$ cat src/rtl/csr_dbg_arbiter_pkg.sv
// Shared types for the debug/pipeline CSR port arbiter.
// State encoding and timeout counter sizing.
package csr_dbg_arbiter_pkg;

  typedef enum logic [1:0] {
    IDLE,
    DRAIN,
    ACCESS,
    RESP
  } csr_dbg_state_t;

  localparam int DBG_TIMEOUT_DEF = 255;
  localparam int DBG_CNT_W_DEF   = $clog2(DBG_TIMEOUT_DEF + 1);

  function automatic int cnt_width(input int timeout);
    return (timeout < 1) ? 1 : $clog2(timeout + 1);
  endfunction

endpackage

$ cat src/rtl/csr_dbg_timeout.sv
// Saturating DRAIN-cycle counter for the CSR debug arbiter.
// expired flags the enabled cycle whose increment reaches TIMEOUT.
module csr_dbg_timeout
  import csr_dbg_arbiter_pkg::*;
#(
  parameter int TIMEOUT = DBG_TIMEOUT_DEF
) (
  input  logic clk,
  input  logic reset,
  input  logic clr,
  input  logic en,
  output logic expired
);

  localparam int W = cnt_width(TIMEOUT);

  logic [W-1:0] cnt;
  logic [W-1:0] cnt_nxt;

  assign cnt_nxt = (cnt == W'(TIMEOUT)) ? cnt : cnt + W'(1);
  assign expired = en & (cnt_nxt == W'(TIMEOUT));

  always_ff @(posedge clk or negedge reset)
    if (!reset)   cnt <= '0;
    else if (clr) cnt <= '0;
    else if (en)  cnt <= cnt_nxt;

endmodule

$ cat src/rtl/flopenr.sv
// Enabled register with asynchronous active-low clear.
// Shared storage primitive.
module flopenr #(
  parameter int WIDTH = 8
) (
  input  logic             clk,
  input  logic             reset,
  input  logic             en,
  input  logic [WIDTH-1:0] d,
  output logic [WIDTH-1:0] q
);

  always_ff @(posedge clk or negedge reset)
    if (!reset)  q <= '0;
    else if (en) q <= d;

endmodule

$ cat src/rtl/csr_dbg_arbiter.sv
// Shares the machine CSR port between the M stage and debug commands.
// Stall, drain, one read-then-write access, then a held response.
module csr_dbg_arbiter
  import csr_dbg_arbiter_pkg::*;
#(
  parameter int XLEN    = 64,
  parameter int TIMEOUT = DBG_TIMEOUT_DEF
) (
  input  logic            clk,
  input  logic            reset,
  input  logic            DbgReqValid,
  output logic            DbgReqReady,
  input  logic            DbgReqWrite,
  input  logic [11:0]     DbgReqAdr,
  input  logic [XLEN-1:0] DbgReqWData,
  output logic            DbgRspValid,
  input  logic            DbgRspReady,
  output logic [XLEN-1:0] DbgRspRData,
  output logic            DbgRspErr,
  input  logic            PipeCSRWriteM,
  input  logic [11:0]     PipeCSRAdrM,
  input  logic [XLEN-1:0] PipeCSRWriteValM,
  input  logic            PipeIdleM,
  output logic            PipeStallReq,
  output logic [11:0]     CSRAdrM,
  output logic [XLEN-1:0] CSRWriteValM,
  output logic            CSRMWriteM,
  input  logic [XLEN-1:0] CSRReadValM,
  input  logic            IllegalCSRAccessM,
  output logic            DbgOwner
);

  csr_dbg_state_t state;

  logic            accept;
  logic            expired;
  logic            drain_busy;
  logic            rsp_en;
  logic            cmd_write;
  logic [11:0]     cmd_adr;
  logic [XLEN-1:0] cmd_wdata;
  logic [XLEN:0]   rsp_d;
  logic            own_q;
  logic            stall_q;
  logic            rsp_vld_q;

  assign DbgReqReady = reset & (state == IDLE);
  assign accept      = DbgReqReady & DbgReqValid;
  assign drain_busy  = (state == DRAIN) & ~PipeIdleM;

  flopenr #(.WIDTH(13 + XLEN)) u_cmd (
    .clk   (clk),
    .reset (reset),
    .en    (accept),
    .d     ({DbgReqWrite, DbgReqAdr, DbgReqWData}),
    .q     ({cmd_write, cmd_adr, cmd_wdata})
  );

  csr_dbg_timeout #(.TIMEOUT(TIMEOUT)) u_timeout (
    .clk     (clk),
    .reset   (reset),
    .clr     (accept),
    .en      (drain_busy),
    .expired (expired)
  );

  // A timeout abort records Err=1 with zero data and never touches the CSR file
  assign rsp_en = own_q | expired;
  assign rsp_d  = own_q ? {IllegalCSRAccessM, CSRReadValM}
                        : {1'b1, {XLEN{1'b0}}};

  flopenr #(.WIDTH(XLEN + 1)) u_rsp (
    .clk   (clk),
    .reset (reset),
    .en    (rsp_en),
    .d     (rsp_d),
    .q     ({DbgRspErr, DbgRspRData})
  );

  always_ff @(posedge clk or negedge reset)
    if (!reset) begin
      state     <= IDLE;
      own_q     <= 1'b0;
      stall_q   <= 1'b0;
      rsp_vld_q <= 1'b0;
    end else begin
      unique case (state)
        IDLE:
          if (DbgReqValid) begin
            state   <= DRAIN;
            stall_q <= 1'b1;
          end
        DRAIN:
          if (PipeIdleM) begin
            state <= ACCESS;
            own_q <= 1'b1;
          end else if (expired) begin
            state     <= RESP;
            stall_q   <= 1'b0;
            rsp_vld_q <= 1'b1;
          end
        ACCESS: begin
          state     <= RESP;
          own_q     <= 1'b0;
          stall_q   <= 1'b0;
          rsp_vld_q <= 1'b1;
        end
        RESP:
          if (DbgRspReady) begin
            state     <= IDLE;
            rsp_vld_q <= 1'b0;
          end
        default: state <= IDLE;
      endcase
    end

  assign DbgRspValid  = rsp_vld_q;
  assign PipeStallReq = stall_q;
  assign DbgOwner     = own_q;

  assign CSRAdrM      = own_q ? cmd_adr : PipeCSRAdrM;
  assign CSRWriteValM = own_q ? cmd_wdata : PipeCSRWriteValM;
  assign CSRMWriteM   = own_q ? (cmd_write & ~IllegalCSRAccessM)
                              : PipeCSRWriteM;

endmodule

$ cat config.mk
export PLATFORM = sky130hd
export DESIGN_NAME = csr_dbg_arbiter
export DESIGN_NICKNAME = d
export VERILOG_FILES = /design/src/rtl/csr_dbg_arbiter_pkg.sv /design/src/rtl/csr_dbg_timeout.sv /design/src/rtl/flopenr.sv /design/src/rtl/csr_dbg_arbiter.sv
export SDC_FILE = /design/constraint.sdc
export NUM_CORES = 1
export LEC_CHECK = 0
export CAP_MARGIN = 20
export CORE_AREA = 3 3 141 143
export DETAILED_ROUTE_END_ITERATION = 16
export DIE_AREA = 0 0 144 146
export PLACE_DENSITY = 0.76
export SLEW_MARGIN = 0
export SYNTH_ARGS = -nofsm -noshare
export SYNTH_HDL_FRONTEND = slang
export SYNTH_SLANG_ARGS = --single-unit
$ cat constraint.sdc
create_clock -name clk -period 6.1 [get_ports clk]
set_input_delay 1.22 -clock clk [delete_from_list [all_inputs] [get_ports clk]]
set_output_delay 1.22 -clock clk [all_outputs]
set_load 0.1 [all_outputs]
==> summary.md, run 1 <==
| Metric | Value |
|---|---|
| Endpoint kind of the worst setup timing path | `output pin` |
| Residual DRC | `0` |
| Wire length after detailed routing | `22600 um` |
| Count of max-cap constraint violations | `0` |
| Sequential-to-total area share from yosys stat | `0.555` |
| Unrepaired setup endpoints after global routing | `false` |
| Count of flip-flops with a built-in enable after synthesis | `0` |
| Total count of max-transition violations in the final report | `0` |
| Internal reg-to-reg setup slack | `3.05 ns` |
| Post-CTS Hold Buffers | `0` |
| Starting DRT DRC Count | `274` |
| Count of buffers added by post-CTS timing repair for setup | `0` |
| Maximum number of pins on one net before global-route repair | `77` |
| Die extent in x | `144 um` |
| Library cell with the largest summed area after synthesis | `dfrtp_1` |
| Number of nets in the final layout | `1250` |
| Cells resized by post-CTS repair | `0` |
| Most area-consuming cells after synthesis | `dfrtp_1 (55%), nand2_1 (13%), mux2_2 (12%), a22o_1 (8.3%), clkbuf_1 (1.8%)` |
| Drt first pass iters | `4` |
| Yosys cell types | `37` |
| Core region area | `18700 um^2` |
| Commonest non-fill, non-tap cells in the layout | `clkdlybuf4s50_1 (368), nand2_1 (240), dfrtp_1 (154), mux2_2 (77), a22o_1 (66)` |
| Most common cell after layout, fill and taps aside | `clkdlybuf4s50_1` |
| Number of nets in the synthesized netlist | `899` |
| Hold wc startpoint | `u_cmd.q[55]` |
| Max stage delay cell, worst path | `clkdlybuf4s50_1` |
| Worst hold path type | `reg2reg` |
| Sequence of cells on the critical path | `buf_4 -> mux2_2 -> clkdlybuf4s50_1` |
| Worst reg-to-reg path cell count | `7` |
| Global-route wire length before repair | `34600 um` |
| Ratio of cells with drive above 1 in the final layout | `0.120` |
| Ys flop type | `dfrtp_1` |
| Root buffer cell | `clkbuf_16` |
| Number of warnings reported in the yosys synthesis log | `0` |
| Routability Congestion | `0.866` |
| Largest clock skew in the final design | `0.00799 ns` |
| Number of global-route vias before repair | `6242` |
| Worst-Skew Late Latency | `0.42 ns` |
| Final worst slack | `1.54 ns` |
| Timing startpoint of the critical path | `DbgOwner` |
| Vias per cell | `4.89` |
| F_max | `0.219 GHz` |
| Clk pin slew, worst setup/hold paths | `0.07 ns` |
| Final period util | `0.747` |
| Capturing element of the worst setup path | `CSRWriteValM[53]` |
| Layout fillers | `1574` |
| Worst reg2reg endpoint | `u_rsp.q[25]` |
| Count of endpoints failing hold in the final timing report | `0` |
| Cts bufs inserted | `17` |
| Post-detailed-route count of antenna-violating nets | `0` |
| Area enclosed by the die boundary | `21000 um^2` |
| Number of top-level pins | `370` |
| Initial Utilization | `0.374` |
| GRT Total Usage | `0.212` |
| Highest net fanout along the worst path | `71` |
| Synthesis-to-layout area growth | `64.2%` |
| Clock Path Buffers | `2` |
| Share of synthesized registers carrying an async set or reset | `1.00` |
| Height of the die | `146 um` |
| Required time worst endpoint | `4.88 ns` |
| Worst slack after detailed placement | `1.76 ns` |
| Row Count | `50` |
| Total negative slack | `0 ns` |
| Mean Syn Cell Area | `10.5 um^2` |
| TritonCTS clock tree | `done` |
| Number of buffer cells added on primary ports | `369` |
| Least-Margin Pin Slew | `1.09 ns` |
| Worst stage delay on the critical path | `1.13 ns` |
| Result of the run | `finished, final reports clean` |
| Worst setup path class | `reg2out` |
| Share of Yosys cell area claimed by the top area cell type | `0.555` |
| Via count | `6203` |
| Aggregate global routing overflow | `0` |
| Detailed placement HPWL | `16700 um` |
| Normalized max-slew margin | `0.274` |
| H-tree levels | `4` |
| Mapped Area | `6990 um^2` |
| Flip-flop and latch count after synthesis | `155` |
| Average routed wire per standard cell | `17.8 um` |
| Time the worst path needs with I/O delays and setup | `4.56 ns` |
| Endpoint arrival time on the critical path | `3.34 ns` |
| Gate count after technology mapping | `668` |
| Crit Reg-Reg Startpoint | `u_timeout.cnt[0]` |
| Number of clock sinks | `155` |
| Worst setup SP type | `flip-flop` |
| Initial antenna violation count | `2` |
| Final setup fails | `0` |
critical path: cells and delay by family (launching register included):
family                 cells  cell delay (ns)
flip-flops                 1             1.01
buffers and inverters      2             1.58
multiplexers               1             0.25
cells in the mapped netlist, types with 3 or more instances:
cell        n
o21ai_0     6
clkbuf_1   33
a22o_1     66
buf_6       7
buf_1       4
and2_1      3
mux2_2     77
a21oi_1     9
mux2i_1     3
nor2_1     16
dfrtp_1   155
nand3_1     3
inv_1       8
ha_1        7
nand2b_1    3
nand2_1   241
and3_1      4
sequential cells by signal, indices dropped and copies added (netlist names):
register / cells
DbgOwner: 1
DbgRspValid: 1
PipeStallReq: 1
state: 2
u_cmd.q: 77
u_rsp.q: 65
u_timeout.cnt: 8
how the worst min path moves through the flow:
stage	endpoint	slack [ns]	depth (start not counted)
after CTS	u_cmd.q[55]	0.47	2
after floorplan	u_cmd.q[0]	0.44	2
after detailed placement	u_cmd.q[55]	0.46	2
after global routing	u_cmd.q[8]	0.50	2
after global placement	u_cmd.q[59]	0.45	2
final	u_cmd.q[55]	0.47	2
area by class of cell:
| class | instances | area [um^2] | share of cell area |
|---|---|---|---|
| diodes | 3 | 7.51 | 0.000654 |
| clock buffers | 18 | 439 | 0.0382 |
| clock inverters | 14 | 199 | 0.0173 |
| inverters | 8 | 30.0 | 0.00261 |
| multi-input cells | 460 | 2870 | 0.250 |
| flip-flops and latches | 155 | 3880 | 0.338 |
| well taps | 234 | 293 | 0.0255 |
| repair buffers | 377 | 3770 | 0.328 |
kinds of logic after synthesis:
kind of cell | count (synthesis) | share of synthesized area
XOR/XNOR | 3 | 0.00376
adder cells (fa/ha/maj) | 7 | 0.0125
multiplexers | 80 | 0.128
AND/OR/NAND/NOR | 276 | 0.155
flip-flops | 155 | 0.555
buffers and inverters | 53 | 0.0361
AO/OA/AOI/OAI | 94 | 0.109
routing by layer:
metal,GRT usage,vias up,part of all wire
li1,-,2975,-
met1,0.261,2970,0.41
met2,0.355,229,0.50
met3,0.0618,29,0.072
met4,0.0673,0,0.021
met5,0,-,0
metrics by stage:
| stage | area [um^2] | util | std cells | hold WS [ns] |
|---|---|---|---|---|
| detailed placement | 10800 | 0.579 | 1234 | 0.457 |
| global route | 11500 | 0.614 | 1268 | 0.496 |
| CTS | 11500 | 0.614 | 1266 | 0.474 |
| global placement | 10800 | 0.578 | 1233 | 0.452 |
| finish | 11500 | 0.614 | 1269 | 0.469 |
| floorplan | 6990 | - | 668 | 0.440 |
Power of run 1 is left out: the tool's default activity adds up to more than one toggle a clock period on the data nets, which glitch-free logic cannot reach.
==> run 2, diff against run 1 <==
--- a/config.mk
+++ b/config.mk
@@ -6,10 +6,10 @@
 export NUM_CORES = 1
 export LEC_CHECK = 0
 export CAP_MARGIN = 20
-export CORE_AREA = 3 3 141 143
+export CORE_MARGIN = 3
+export CORE_UTILIZATION = 36
 export DETAILED_ROUTE_END_ITERATION = 16
-export DIE_AREA = 0 0 144 146
-export PLACE_DENSITY = 0.76
+export PLACE_DENSITY = 0.77
 export SLEW_MARGIN = 0
 export SYNTH_ARGS = -nofsm -noshare
 export SYNTH_HDL_FRONTEND = slang
==> constraint.sdc (replaced) <==
create_clock -name clk -period 3.8 [get_ports clk]
set_input_delay 0.76 -clock clk [delete_from_list [all_inputs] [get_ports clk]]
set_output_delay 0.76 -clock clk [all_outputs]
set_load 0.1 [all_outputs]
==> run 2 against run 1 <==
  * Die area up 0.52%
  * Final cell count up 2.0%
  * Global-route usage down 0.39 points
  * Clock skew up 0.0063 ns
  * Utilization down 1.7 points
  * Wire length down 1.0%
  * Non-clock buffer count up 2
  * Critical path depth up 5
  * Highest routed layer unchanged
==> summary.md, run 2 (same netlist as run 1, synthesis figures left out) <==
| Metric | Value |
|---|---|
| Ratio of cells with drive above 1 in the final layout | `0.198 (+0.0781)` |
| Worst hold path type | `in2async` |
| Worst setup path class | `reg2reg` |
| Post-detailed-route count of antenna-violating nets | `0 (unchanged)` |
| Commonest non-fill, non-tap cells in the layout | `clkdlybuf4s50_1 (289), nand2_1 (240), dfrtp_1 (154), buf_4 (88), mux2_2 (77)` |
| Number of nets in the final layout | `1252 (+0.16%)` |
| Max stage delay cell, worst path | `dfrtp_1` |
| Number of top-level pins | `370 (unchanged)` |
| Buffers and inverters on the worst path | `2 (unchanged)` |
| Clk pin slew, worst setup/hold paths | `0.07 ns (about the same)` |
| Maximum number of pins on one net before global-route repair | `61 (-21%)` |
| Height of the die | `145 um (-0.43%)` |
| Max reg flops | `77 (unchanged)` |
| Required time worst endpoint | `4.10 ns (-0.78 ns)` |
| Count of endpoints failing hold in the final timing report | `0 (unchanged)` |
| Final period util | `0.818` |
| Root buffer cell | `clkbuf_16` |
| Largest clock skew in the final design | `0.0143 ns (+0.00626 ns)` |
| Drt first pass iters | `4 (unchanged)` |
| Initial antenna violation count | `0 (-2)` |
| GRT Total Usage | `0.208 (-0.00395)` |
| Starting DRT DRC Count | `328 (+20%)` |
| Via count | `6148 (-0.89%)` |
| Clock Path Buffers | `2 (unchanged)` |
| Wire length after detailed routing | `22300 um (-1.0%)` |
| TritonCTS clock tree | `done` |
| Synthesis-to-layout area growth | `61.3%` |
| Register with the most flip-flops | `u_cmd.q` |
| Result of the run | `finished, final reports clean` |
| Least-Margin Pin Slew | `1.08 ns (-0.0104 ns)` |
| Number of global-route vias before repair | `6272 (+0.48%)` |
| Core region area | `18900 um^2 (+1.0%)` |
| Final setup fails | `0 (unchanged)` |
| Aggregate global routing overflow | `0 (unchanged)` |
| Worst slack after detailed placement | `0.716 ns (-1.05 ns)` |
| Highest net fanout along the worst path | `37 (-48%)` |
| Normalized max-slew margin | `0.281 (+0.00694)` |
| Most common cell after layout, fill and taps aside | `clkdlybuf4s50_1` |
| Count of buffers added by post-CTS timing repair for setup | `0 (unchanged)` |
| Routability Congestion | `0.866 (about the same)` |
| Worst reg-to-reg path cell count | `8 (+1)` |
| Number of inserted diodes | `0 (-3)` |
| Area enclosed by the die boundary | `21100 um^2 (+0.52%)` |
| Die extent in x | `145 um (+0.95%)` |
| Worst stage delay on the critical path | `0.48 ns (-0.65 ns)` |
| Initial Utilization | `0.370 (-0.00371)` |
| F_max | `0.322 GHz` |
| Row Count | `50 (unchanged)` |
| Cts bufs inserted | `17 (unchanged)` |
| Final worst slack | `0.693 ns (-0.848 ns)` |
| Largest delay contributor family on the critical path | `compound AO/OA/AOI/OAI gates` |
| Post-placement cell count | `1262 (+2.3%)` |
| Average routed wire per standard cell | `17.3 um (-2.9%)` |
| Unrepaired setup endpoints after global routing | `false` |
| Cells resized by post-CTS repair | `0 (unchanged)` |
| Count of max-cap constraint violations | `0 (unchanged)` |
| Worst setup SP type | `flip-flop` |
| Crit path depth | `8 (+5)` |
| Number of buffer cells added on primary ports | `369 (unchanged)` |
| Sequence of cells on the critical path | `ha_1 -> inv_1 -> o32a_1 -> a2111oi_2 -> o211ai_1 -> and2_2 -> buf_4 -> a22o_1` |
| Detailed placement HPWL | `16800 um (+0.66%)` |
| Post-CTS Hold Buffers | `0 (unchanged)` |
| Time the worst path needs with I/O delays and setup | `3.11 ns` |
| Global-route wire length before repair | `35200 um (+1.7%)` |
| Number of clock sinks | `155 (unchanged)` |
| Total negative slack | `0 ns (unchanged)` |
| H-tree levels | `4 (unchanged)` |
| Vias per cell | `4.75 (-2.8%)` |
| Cell Count, Final, Fillers Out | `1294 (+2.0%)` |
| Post-layout utilization of the core | `0.597 (-0.0168)` |
| Total count of max-transition violations in the final report | `0 (unchanged)` |
| Largest registers | `u_cmd.q x77, u_rsp.q x65, u_timeout.cnt x8` |
| Worst-Skew Late Latency | `0.42 ns (about the same)` |
| Endpoint arrival time on the critical path | `3.41 ns (+0.07 ns)` |
| Residual DRC | `0 (unchanged)` |
| Endpoint kind of the worst setup timing path | `flip-flop` |
[run 2: worst paths after layout]
kind,from,end,slack (ns)
min in group clk,u_cmd.q[71],u_cmd.q[71],0.47
setup reg to reg,u_timeout.cnt[0],u_rsp.q[30],0.69
hold reg to reg,u_cmd.q[71],u_cmd.q[71],0.47
hold / removal,reset,u_cmd.q[9],0.26
max in group asynchronous,reset,u_rsp.q[35],2.45
setup / recovery,u_timeout.cnt[0],u_rsp.q[30],0.69
[run 2: area by class of cell]
| class | count | area, um^2 |
|---|---|---|
| Clock inverter | 15 | 168 |
| Tap cell | 260 | 325 |
| Inverter | 8 | 30.0 |
| Timing Repair Buffer | 379 | 3580 |
| Sequential cell | 155 | 3880 |
| Fill cell | 1619 | 7610 |
| Clock buffer | 17 | 425 |
| Multi-Input combinational cell | 460 | 2870 |
[run 2: stage by stage]
| stage | area (um^2) | hold WS (ns) |
|---|---|---|
| after detailed placement | 10700 | 0.456 |
| after CTS | 11300 | 0.261 |
| after global routing | 11300 | 0.269 |
| after global placement | 10700 | 0.452 |
| final | 11300 | 0.256 |
| after floorplan | 6990 | 0.440 |
[run 2: per-layer routing]
| layer | track usage | part of all wire |
|---|---|---|
| met1 | 0.252 | 0.39 |
| met2 | 0.362 | 0.51 |
| met3 | 0.0670 | 0.077 |
| met4 | 0.0503 | 0.015 |
| met5 | 0 | 0 |
Power of run 2 is left out for the same reason.
==> run 3, diff against run 2 <==
--- a/config.mk
+++ b/config.mk
@@ -6,10 +6,10 @@
 export NUM_CORES = 1
 export LEC_CHECK = 0
 export CAP_MARGIN = 20
-export CORE_MARGIN = 3
-export CORE_UTILIZATION = 36
+export CORE_AREA = 3 3 141 143
 export DETAILED_ROUTE_END_ITERATION = 16
-export PLACE_DENSITY = 0.77
+export DIE_AREA = 0 0 144 146
+export PLACE_DENSITY = 0.76
 export SLEW_MARGIN = 0
 export SYNTH_ARGS = -nofsm -noshare
 export SYNTH_HDL_FRONTEND = slang
==> constraint.sdc (replaced) <==
create_clock -name clk -period 2.95 [get_ports clk]
set_input_delay 0.59 -clock clk [delete_from_list [all_inputs] [get_ports clk]]
set_output_delay 0.59 -clock clk [all_outputs]
set_load 0.1 [all_outputs]
==> run 3 against run 2 <==
  * Final cell count decreased by 1.5%
  * Utilization increased by 2.4 points
  * Clock skew decreased by 0.0019 ns
  * First-iteration DRC count decreased by 30%
  * Design area increased by 3.0%
  * Sequential share of layout area decreased by 0.99 points
  * Maximum frequency increased by 13%
  * Worst setup slack got worse by 0.50 ns
  * Non-clock buffer count increased by 4
  * Via count increased by 2.3%
  * Register-to-register slack got worse by 0.50 ns
  * Largest cell class is now buffers
  * Highest routed layer is now met5
==> summary.md, run 3 (same netlist as run 1, synthesis figures left out) <==
| Metric | Value |
|---|---|
| Total negative slack | `0 ns (unchanged)` |
| Detailed placement HPWL | `17400 um (+3.7%)` |
| Number of clock sinks | `155 (unchanged)` |
| Routability Congestion | `0.809 (-6.5%)` |
| Number of nets in the final layout | `1256 (+0.32%)` |
| GRT Total Usage | `0.215 (+0.00692)` |
| Cts bufs inserted | `17 (unchanged)` |
| Count of endpoints failing hold in the final timing report | `0 (unchanged)` |
| Synthesis-to-layout area growth | `66.1%` |
| Sum of routed wire segments on met1 | `8820 um (about the same)` |
| Max reg flops | `77 (unchanged)` |
| Final setup fails | `0 (unchanged)` |
| Largest delay contributor family on the critical path | `compound AO/OA/AOI/OAI gates` |
| Global-route wire length before repair | `35300 um (+0.16%)` |
| Post-CTS Hold Buffers | `0 (unchanged)` |
| Uppermost metal layer occupied by signal nets | `met5` |
| Largest registers | `u_cmd.q x77, u_rsp.q x65, u_timeout.cnt x8` |
| Number of top-level pins | `370 (unchanged)` |
| Worst reg2reg endpoint | `u_rsp.q[14]` |
| Result of the run | `finished, final reports clean` |
| Buffers and inverters on the worst path | `1 (-1)` |
| Number of global-route vias before repair | `6368 (+1.5%)` |
| F_max | `0.363 GHz (+13%)` |
| Starting DRT DRC Count | `230 (-30%)` |
| Worst setup SP type | `flip-flop` |
| Total count of max-transition violations in the final report | `0 (unchanged)` |
| Required time worst endpoint | `3.25 ns (-0.85 ns)` |
| Least-Margin Pin Slew | `0.841 ns (-0.234 ns)` |
| Most common cell after layout, fill and taps aside | `nand2_1` |
| Initial antenna violation count | `3 (+3)` |
| Worst reg-to-reg path cell count | `7 (-1)` |
| Count of max-cap constraint violations | `0 (unchanged)` |
| Highest net fanout along the worst path | `64 (+73%)` |
| Core region area | `18700 um^2 (-0.99%)` |
| Unrepaired setup endpoints after global routing | `false` |
| Normalized max-slew margin | `0.439 (+0.158)` |
| Internal reg-to-reg setup slack | `0.19 ns (-0.50 ns)` |
| Crit Reg-Reg Startpoint | `u_timeout.cnt[0]` |
| Aggregate global routing overflow | `0 (unchanged)` |
| Final period util | `0.935 (+0.117)` |
| Ratio of cells with drive above 1 in the final layout | `0.266 (+0.0676)` |
| Average routed wire per standard cell | `18.2 um (+5.3%)` |
| Commonest non-fill, non-tap cells in the layout | `nand2_1 (240), clkdlybuf4s50_1 (222), dfrtp_1 (154), buf_4 (119), mux2_2 (77)` |
| Time the worst path needs with I/O delays and setup | `2.76 ns (-0.350 ns)` |
| Clock Path Buffers | `2 (unchanged)` |
| H-tree levels | `4 (unchanged)` |
| Endpoint arrival time on the critical path | `3.06 ns (-0.35 ns)` |
| Register with the most flip-flops | `u_cmd.q` |
| Height of the die | `146 um (+0.43%)` |
| Initial Utilization | `0.374 (+0.00371)` |
| Post-detailed-route count of antenna-violating nets | `0 (unchanged)` |
| Worst-Skew Late Latency | `0.43 ns (about the same)` |
| Die extent in x | `144 um (-0.95%)` |
| Maximum number of pins on one net before global-route repair | `67 (+9.8%)` |
| Clk pin slew, worst setup/hold paths | `0.07 ns (about the same)` |
| Met3 wire length | `1830 um (+5.7%)` |
| Sequence of cells on the critical path | `ha_1 -> or4_4 -> a2111oi_2 -> o211ai_1 -> and2_2 -> buf_12 -> a22o_1` |
| Vias per cell | `4.93 (+3.9%)` |
| Number of buffer cells added on primary ports | `369 (unchanged)` |
| TritonCTS clock tree | `done` |
| Routed wire length on met2 | `12000 um (+4.5%)` |
| Wire length after detailed routing | `23200 um (+3.7%)` |
| Worst hold path type | `in2async` |
| Drt first pass iters | `4 (unchanged)` |
| Area enclosed by the die boundary | `21000 um^2 (-0.52%)` |
| Via count | `6287 (+2.3%)` |
| Row Count | `50 (unchanged)` |
| Endpoint kind of the worst setup timing path | `flip-flop` |
| Max stage delay cell, worst path | `or4_4` |
| Cells resized by post-CTS repair | `0 (unchanged)` |
| Largest clock skew in the final design | `0.0124 ns (-0.00187 ns)` |
| Root buffer cell | `clkbuf_16` |
| Residual DRC | `0 (unchanged)` |
| Count of buffers added by post-CTS timing repair for setup | `0 (unchanged)` |
| Worst stage delay on the critical path | `0.56 ns (+0.08 ns)` |
| Worst setup path class | `reg2reg` |
run 3: changes by cell type in the layout (fill, tap and decap cells not counted), sizes merged:
cell,previous run,this run
clkdlybuf4s50,289,222
diode,0,2
buf,90,161
run 3: through the flow:
stage               setup slack [ns]  instance area (um^2)  hold WS (ns)   util  std cells
detailed placement             0.218                 11000         0.457  0.589       1240
CTS                            0.207                 11600        0.0335  0.621       1272
global placement               0.270                 11000         0.453  0.589       1240
finish                         0.193                 11600        0.0338  0.621       1274
global route                  0.0349                 11600        0.0392  0.621       1274
floorplan                      0.213                  6990         0.294      -        668
run 3: metal layers:
layer / global-route usage / vias to the layer above
met4: 0.0697 / 2
met5: 0 / -
li1: - / 2982
met3: 0.0624 / 36
met1: 0.248 / 3024
met2: 0.378 / 243
run 3: how the worst max path moves through the flow:
stage	startpoint	to	cells after the start
floorplan	DbgOwner	CSRWriteValM[60]	4
global placement	u_timeout.cnt[0]	u_rsp.q[16]	7
detailed placement	u_timeout.cnt[0]	u_rsp.q[25]	7
CTS	u_timeout.cnt[0]	u_rsp.q[14]	7
global route	u_timeout.cnt[0]	u_rsp.q[53]	8
finish	u_timeout.cnt[0]	u_rsp.q[14]	7
run 3: area by class of cell:
class / count / area, um^2
antenna: 2 / 5.00
clock buffer: 17 / 425
clock inverter: 15 / 168
fill: 1519 / 7090
inverter: 8 / 30.0
multi-input combinational: 460 / 2870
sequential: 155 / 3880
tap: 234 / 293
timing repair buffer: 383 / 3950
Power of run 3 is left out for the same reason.
